$ cat src/rtl/mcm_pkg.sv
// Shared types and defaults for the multi-channel cache miss controller.
package mcm_pkg;

  typedef enum logic [2:0] {
    S_IDLE,
    S_WB_START,
    S_WB_WAIT,
    S_RD_START,
    S_RD_WAIT,
    S_UPDATE
  } state_e;

  localparam int unsigned N_CH_DEF      = 2;
  localparam int unsigned BURST_LEN_DEF = 16;

endpackage

$ cat src/rtl/rr_arbiter.sv
// Combinational round-robin picker: first requester at or after the pointer,
// wrapping to the lowest index when nothing at or above the pointer requests.
module rr_arbiter #(
  parameter  int unsigned N    = 2,
  localparam int unsigned ID_W = (N > 1) ? $clog2(N) : 1
) (
  input  logic [N-1:0]    req_i,
  input  logic [ID_W-1:0] ptr_i,
  output logic [N-1:0]    gnt_o,
  output logic [ID_W-1:0] gnt_id_o,
  output logic            valid_o
);

  always_comb begin
    gnt_o    = '0;
    gnt_id_o = '0;
    valid_o  = 1'b0;
    for (int unsigned i = 0; i < N; i++) begin
      if (!valid_o && req_i[i] && (ID_W'(i) >= ptr_i)) begin
        valid_o  = 1'b1;
        gnt_o[i] = 1'b1;
        gnt_id_o = ID_W'(i);
      end
    end
    for (int unsigned i = 0; i < N; i++) begin
      if (!valid_o && req_i[i]) begin
        valid_o  = 1'b1;
        gnt_o[i] = 1'b1;
        gnt_id_o = ID_W'(i);
      end
    end
  end

endmodule

$ cat src/rtl/multi_cache_miss_ctrl.sv
// Shared miss controller: N_CH cache channels queue misses that are served
// round-robin over one AXI master (write-back, refill, update).
module multi_cache_miss_ctrl
  import mcm_pkg::*;
#(
  parameter  int unsigned N_CH      = N_CH_DEF,
  parameter  int unsigned BURST_LEN = BURST_LEN_DEF,
  localparam int unsigned CNT_W     = $clog2(BURST_LEN),
  localparam int unsigned ID_W      = (N_CH > 1) ? $clog2(N_CH) : 1
) (
  input  logic            clk,
  input  logic            arstn,
  input  logic [N_CH-1:0] i_start_check,
  input  logic [N_CH-1:0] i_hit,
  input  logic [N_CH-1:0] i_dirty,
  input  logic            i_r_valid,
  input  logic            i_r_last,
  input  logic            i_b_resp,
  input  logic            i_err_clr,
  output logic [N_CH-1:0] o_stall,
  output logic [N_CH-1:0] o_lru_update,
  output logic [N_CH-1:0] o_block_write_en,
  output logic [N_CH-1:0] o_valid_update,
  output logic            o_start_read,
  output logic            o_start_write,
  output logic            o_addr_control,
  output logic [ID_W-1:0] o_grant_id,
  output logic            o_busy,
  output logic            o_burst_err
);

  state_e            state_q;
  logic [N_CH-1:0]   pending_q, pending_d;
  logic [ID_W-1:0]   grant_q, ptr_q;
  logic [CNT_W-1:0]  cnt_q;
  logic              err_q;

  logic [N_CH-1:0]   hit_now, miss_now, upd_oh, arb_gnt;
  logic [ID_W-1:0]   arb_id;
  logic              arb_valid;
  logic              beat, err_set;

  rr_arbiter #(.N(N_CH)) u_arb (
    .req_i    (pending_q),
    .ptr_i    (ptr_q),
    .gnt_o    (arb_gnt),
    .gnt_id_o (arb_id),
    .valid_o  (arb_valid)
  );

  assign hit_now  = i_start_check & i_hit;
  assign miss_now = i_start_check & ~i_hit & ~pending_q;

  always_comb begin
    upd_oh = '0;
    for (int unsigned i = 0; i < N_CH; i++) begin
      upd_oh[i] = (state_q == S_UPDATE) && (grant_q == ID_W'(i));
    end
  end

  assign pending_d = (pending_q & ~upd_oh) | miss_now;

  // A short burst is caught on the last beat; a long one on the BURST_LEN-th
  // beat that arrives without last (the counter then wraps and waits on).
  assign beat    = (state_q == S_RD_WAIT) && i_r_valid;
  assign err_set = beat && (i_r_last ? (cnt_q != CNT_W'(BURST_LEN - 1))
                                     : (cnt_q == CNT_W'(BURST_LEN - 1)));

  always_ff @(posedge clk or negedge arstn) begin
    if (!arstn) begin
      state_q   <= S_IDLE;
      pending_q <= '0;
      grant_q   <= '0;
      ptr_q     <= '0;
      cnt_q     <= '0;
      err_q     <= 1'b0;
    end else begin
      pending_q <= pending_d;
      if (err_set)        err_q <= 1'b1;
      else if (i_err_clr) err_q <= 1'b0;

      unique case (state_q)
        S_IDLE: begin
          if (arb_valid) begin
            grant_q <= arb_id;
            state_q <= (|(i_dirty & arb_gnt)) ? S_WB_START : S_RD_START;
          end
        end
        S_WB_START: state_q <= S_WB_WAIT;
        S_WB_WAIT:  if (i_b_resp) state_q <= S_RD_START;
        S_RD_START: begin
          cnt_q   <= '0;
          state_q <= S_RD_WAIT;
        end
        S_RD_WAIT: begin
          if (i_r_valid) begin
            cnt_q <= cnt_q + 1'b1;
            if (i_r_last) state_q <= S_UPDATE;
          end
        end
        S_UPDATE: begin
          ptr_q   <= (grant_q == ID_W'(N_CH - 1)) ? '0 : grant_q + 1'b1;
          state_q <= S_IDLE;
        end
        default: state_q <= S_IDLE;
      endcase
    end
  end

  assign o_stall          = pending_q | (i_start_check & ~i_hit);
  assign o_lru_update     = hit_now | upd_oh;
  assign o_block_write_en = upd_oh;
  assign o_valid_update   = upd_oh;
  assign o_start_read     = (state_q == S_RD_START);
  assign o_start_write    = (state_q == S_WB_START);
  assign o_addr_control   = (state_q == S_WB_START) || (state_q == S_WB_WAIT);
  assign o_grant_id       = grant_q;
  assign o_busy           = (state_q != S_IDLE);
  assign o_burst_err      = err_q;

endmodule

$ cat config.mk
export PLATFORM = sky130hd
export DESIGN_NAME = multi_cache_miss_ctrl
export DESIGN_NICKNAME = d
export VERILOG_FILES = /design/src/rtl/mcm_pkg.sv /design/src/rtl/rr_arbiter.sv /design/src/rtl/multi_cache_miss_ctrl.sv
export SDC_FILE = /design/constraint.sdc
export NUM_CORES = 1
export LEC_CHECK = 0
export BUFFER_PORTS_ARGS = -buffer_cell sky130_fd_sc_hd__buf_2
export CAP_MARGIN = 10
export CORE_MARGIN = 8
export CORE_UTILIZATION = 42
export DETAILED_ROUTE_END_ITERATION = 12
export PLACE_DENSITY = 0.73
export SYNTH_ARGS = -nofsm -noshare
export SYNTH_HDL_FRONTEND = slang
export SYNTH_SLANG_ARGS = --single-unit
$ cat constraint.sdc
create_clock -name clk -period 1.1 [get_ports clk]
set_input_delay 0.22 -clock clk [delete_from_list [all_inputs] [get_ports clk]]
set_output_delay 0.22 -clock clk [all_outputs]
set_load 0.01 [all_outputs]
# --- Yosys cells after proc, flatten, opt, wreduce, memory -nomap -nowiden ---
# Index checks and enable logic that the tools add are counted.
op_classes:
  order_cmp: 2
  n_eq_ne: 11
  mux: 21
  n_addsub: 2
  bitwise: 12
  n_reduce_logical: 21
ops:
  columns: ["op", "n"]
  rows:
  - ["$pmux 3 s5", 1]
  - ["$mux 1", 13]
  - ["$mux 3", 4]
  - ["$and 2x2->2", 5]
  - ["$logic_and 1x1->1", 9]
  - ["$ne 2x2->1 const B", 4]
  - ["$pmux 4 s2", 1]
  - ["$eq 3x2->1 const B", 2]
  - ["$eq 3x3->1 const B", 2]
  - ["$not 2->2", 3]
  - ["$or 2x2->2", 3]
  - ["$add 4x1->4 const B", 1]
  - ["$eq 4x4->1 const B", 1]
  - ["$mux 4", 1]
  - ["$ne 4x4->1 const B", 1]
  - ["$reduce_and 2->1", 2]
  - ["$reduce_and 4->1", 1]
  - ["$reduce_bool 2->1", 2]
  - ["$eq 3x1->1 const B", 1]
  - ["$logic_not 1->1", 3]
  - ["$logic_not 3->1", 1]
  - ["$reduce_bool 3->1", 1]
  - ["$ge 1x1->1 const A", 2]
  - ["$mux 2", 1]
  - ["other kinds (4)", 4]
totals:
  out_inout_bits: 14
  inputBits: 12
  reg_bits: 12
  word_cells: 75

# --- Longest topological paths before layout ---
depth:
  word_depth: 18
  mapped_depth: 4
  mapped_depth_nobuf: 4

# --- By module ---
# Synthesis repeated with hierarchy kept, for this count alone.
unflattened:
  cells_unflattened: 76
  hier_area_um2: 694.4
by_module_without_submodules:
  columns: ["module", "seq_area_each_um2", "area_per_inst_um2", "cells_per_inst", "n_inst"]
  rows:
  - ["multi_cache_miss_ctrl", 300.3, 661.9, 71, 1]
  - ["rr_arbiter", 0.0, 32.5, 5, 1]

# --- Worst setup path before layout ---
# Ideal clock, no wire load.
synth_path:
  path_kind: "register to output"
  start: "register state_q[0]"
  end: "output o_lru_update[1]"
  slack_ps: -179
  arrival_time_ps: 1059
  path_stages_with_launch: 5
  n_path_buf: 1
  t_required_ps: 880
  cell_sequence: "dfrtp_1 buf_6 nor2b_1 and3_1 a21o_1"
synth_between:
  elab_chain_len: 3
synth_lines:
  columns: ["item", "line_no", "text"]
  rows:
  - ["start: declaration", "multi_cache_miss_ctrl.sv:32", "state_e state_q;"]
  - ["start signal: assignment", "multi_cache_miss_ctrl.sv:86", "state_q <= (|(i_dirty & arb_gnt)) ? S_WB_START : S_RD_START;"]
  - ["$eq 3x3->1", "multi_cache_miss_ctrl.sv:57", "upd_oh[i] = (state_q == S_UPDATE) && (grant_q == ID_W'(i));"]
  - ["$logic_and 1x1->1", "multi_cache_miss_ctrl.sv:57", null]
  - ["via o_block_write_en[1]", "multi_cache_miss_ctrl.sv:22", "output logic [N_CH-1:0] o_block_write_en,"]
  - ["$or 2x2->2", "multi_cache_miss_ctrl.sv:111", "assign o_lru_update = hit_now | upd_oh;"]
  - ["end: declaration", "multi_cache_miss_ctrl.sv:21", "output logic [N_CH-1:0] o_lru_update,"]
# The timed path passes the listed nets, and every way through them passes these cells.

# --- Final worst setup path ---
layout_path:
  start: "register state_q[1]"
  end: "output o_lru_update[1]"
layout_between:
  elab_chain_len: 3
layout_lines:
  columns: ["item", "line_no"]
  rows:
  - ["$eq 3x3->1", "multi_cache_miss_ctrl.sv:57"]
  - ["$logic_and 1x1->1", "multi_cache_miss_ctrl.sv:57"]
  - ["$or 2x2->2", "multi_cache_miss_ctrl.sv:111"]
# No other way between the ends.

==> metrics <==
status=finished with violations; violated checks=negative setup slack; Post-DRT Antenna Nets=0; CORE AREA=1540 sq um; CTS tree=done; Setup Viol. Count Final=21; Netlist cell types=34; vias in the first global route=730; R2R Setup Slk=-0.21 ns; Row Count=14; fin nets=136; layout cells sized above 1=between 50% and 60%; Leak Pwr=approximately 0.62 nW; total wire length=1950 microns; root buffer cell=clkbuf_4; Die Footprint=between 3000 and 4000 sq um; FF-to-FF path depth=7; Worst Max-Slew Pin Slew=between 0.2 and 0.3 ns; EDFF count, synth=0; post-route minimum period=1.51 ns; Synth Cell Area=around 700 sq um; worst path required time=0.88 ns; Placed Cells=122; Starting Density=45.4%; Non-Filler Instances=between 100 and 150; MaxCap Viol Count=0; Setup crit start kind=register; commonest cells after routing, fill and taps aside=buf_2, buf_4, dfrtp_1; DR vias=around 700; RePlAce Congestion=0.789; Worst Clk Skew=0.00144 ns; Iteration-0 DRC Markers=12; largest net degree at the start of global routing=13; PD cells=2380 nW/um^2; YS warnings=0; post-placement cell area=approximately 920 sq um; initial antenna violation count=0; final hold violation count=0; Pins Over Slew Limit=0; unrepaired setup endpoints after global routing=yes; Slew headroom=81.6%; post-route cell area=1150 sq um; Avg WL per Cell=between 10 and 15 microns; Clk pin slew, worst setup/hold paths=approximately 0.080 ns; drt first pass iters=4; total power=between 0.002 and 0.003 W; Seq cells post-synth=12; Port Buf Inserts=25; hold path depth=2; prevailing post-synth register cell=dfrtp_1; total CTS buffers=3; FMAX=between 600 and 700 MHz; Crit. End Element=output pin; Mean Syn Cell Area=about 9.6 sq um; Die H=~57 microns; Area growth, synth to finish=64.6%; Arr. time, crit path=around 1.3 ns; DRC Markers=0; Final Cycle Share=137%; Hold Path Class=in -> reg; Top Ports=26; clock buffer depth=2; Die W=around 57 microns; DP HPWL=between 1000 and 1500 microns; antenna cells=0; total global-route track usage=11.2%; Synth async-reset ratio=100%; Mapped Cells=73; total clock sinks=12; Skew-Pair Late Insertion Delay=0.27 ns; WS Path Type=reg -> out; final worst-path setup slack=-0.406 ns; commonest non-fill, non-tap cell in the layout=buf_2; first-pass GRT wire length=3030 microns; CTS H-tree lvls=1; worst-path fanout max=5; post-synth net total=86; register area share after synthesis=42.9%; Filler Cells Inserted=roughly 120; Worst VDD drop=about 1.4 mV; post-DR vias/cell=about 5.2; gr ovfl total=0
through the flow:
step | TNS [ns] | util (%) | setup WS [ns] | hold WS, ns
final | -4.43 | 74.7 | -0.406 | 0.139
after global routing | -5.72 | 74.7 | -0.460 | 0.138
after CTS | -4.50 | 70.5 | -0.416 | 0.126
after detailed placement | -0.762 | 59.5 | -0.136 | 0.114
after global placement | -0.641 | 59.5 | -0.108 | 0.112
after floorplan | -0.430 | - | -0.155 | -0.0756
cell usage after synthesis, types with 2 or more instances:
master | n | area (sq um)
dfrtp_1 | 12 | 300
inv_1 | 7 | 26.3
nand2_1 | 5 | 18.8
a21oi_1 | 4 | 20.0
nor2_1 | 4 | 15.0
buf_4 | 3 | 22.5
mux2i_1 | 3 | 30.0
nand2b_1 | 3 | 18.8
o21ai_0 | 3 | 15.0
a21o_1 | 2 | 15.0
nand3_1 | 2 | 10.0
nor2b_1 | 2 | 12.5
nor3_1 | 2 | 10.0
where the power goes:
part	switching (W)	leakage, nW	total [W]	internal, W
Clock	0.000155	0.0210	0.000356	0.000201
Combinational	0.000718	0.453	0.00166	0.000941
Sequential	0.000140	0.145	0.000727	0.000587
Total	0.00101	0.619	0.00274	0.00173
area by class of cell:
class	instances	area (sq um)	area share, %
sequential	12	302	26.2
inverter	7	26.3	2.28
tap	16	20.0	1.74
multi-input combinational	49	408	35.4
timing repair buffer	50	359	31.2
clock buffer	4	36.3	3.15
final timing paths:
path / end / start
max in group asynchronous: state_q[2] / arstn
worst max-delay path: o_lru_update[1] / state_q[1]
worst min register to register: cnt_q[3] / cnt_q[3]
worst min-delay path: o_burst_err / i_err_clr
worst max register to register: cnt_q[3] / state_q[1]
min in group asynchronous: cnt_q[3] / arstn
repair_timing:
action / in CTS / in global routing
endpoints found under the setup margin: 20 / 23
gates resized for setup: 12 / 12
setup buffers: 8 / 5
pin swaps: 2 / 4
hold endpoints to repair: 12 / 0
hold buffers: 1 / 0
logic make-up after synthesis:
kind of cell,count (synthesis),share of synthesized area [%]
AND/OR/NAND/NOR,26,22.4
AO/OA/AOI/OAI,17,16.8
buffers and inverters,12,9.30
flip-flops,12,42.9
multiplexers,3,4.29
XOR/XNOR,2,2.50
adder cells (fa/ha/maj),1,1.79
metal layers:
layer,track usage [%],vias up,routed length (microns)
li1,-,350,-
met4,3.02,0,0
met1,11.5,343,801
met3,5.17,0,137
met2,19.9,20,1010
met5,0,-,0
worst max-delay path: stages (launching register included):
cell,delay [ns]
dfrtp_1,0.42
nor2b_4,0.15
and3_4,0.24
a21o_1,0.09
buf_2,0.12
sequential cells by signal (all words and copies together) (netlist names):
name	cells
cnt_q	4
o_burst_err	1
o_grant_id	1
pending_q	2
ptr_q	1
state_q	3
No activity file was read; power rests on OpenSTA's default activity.
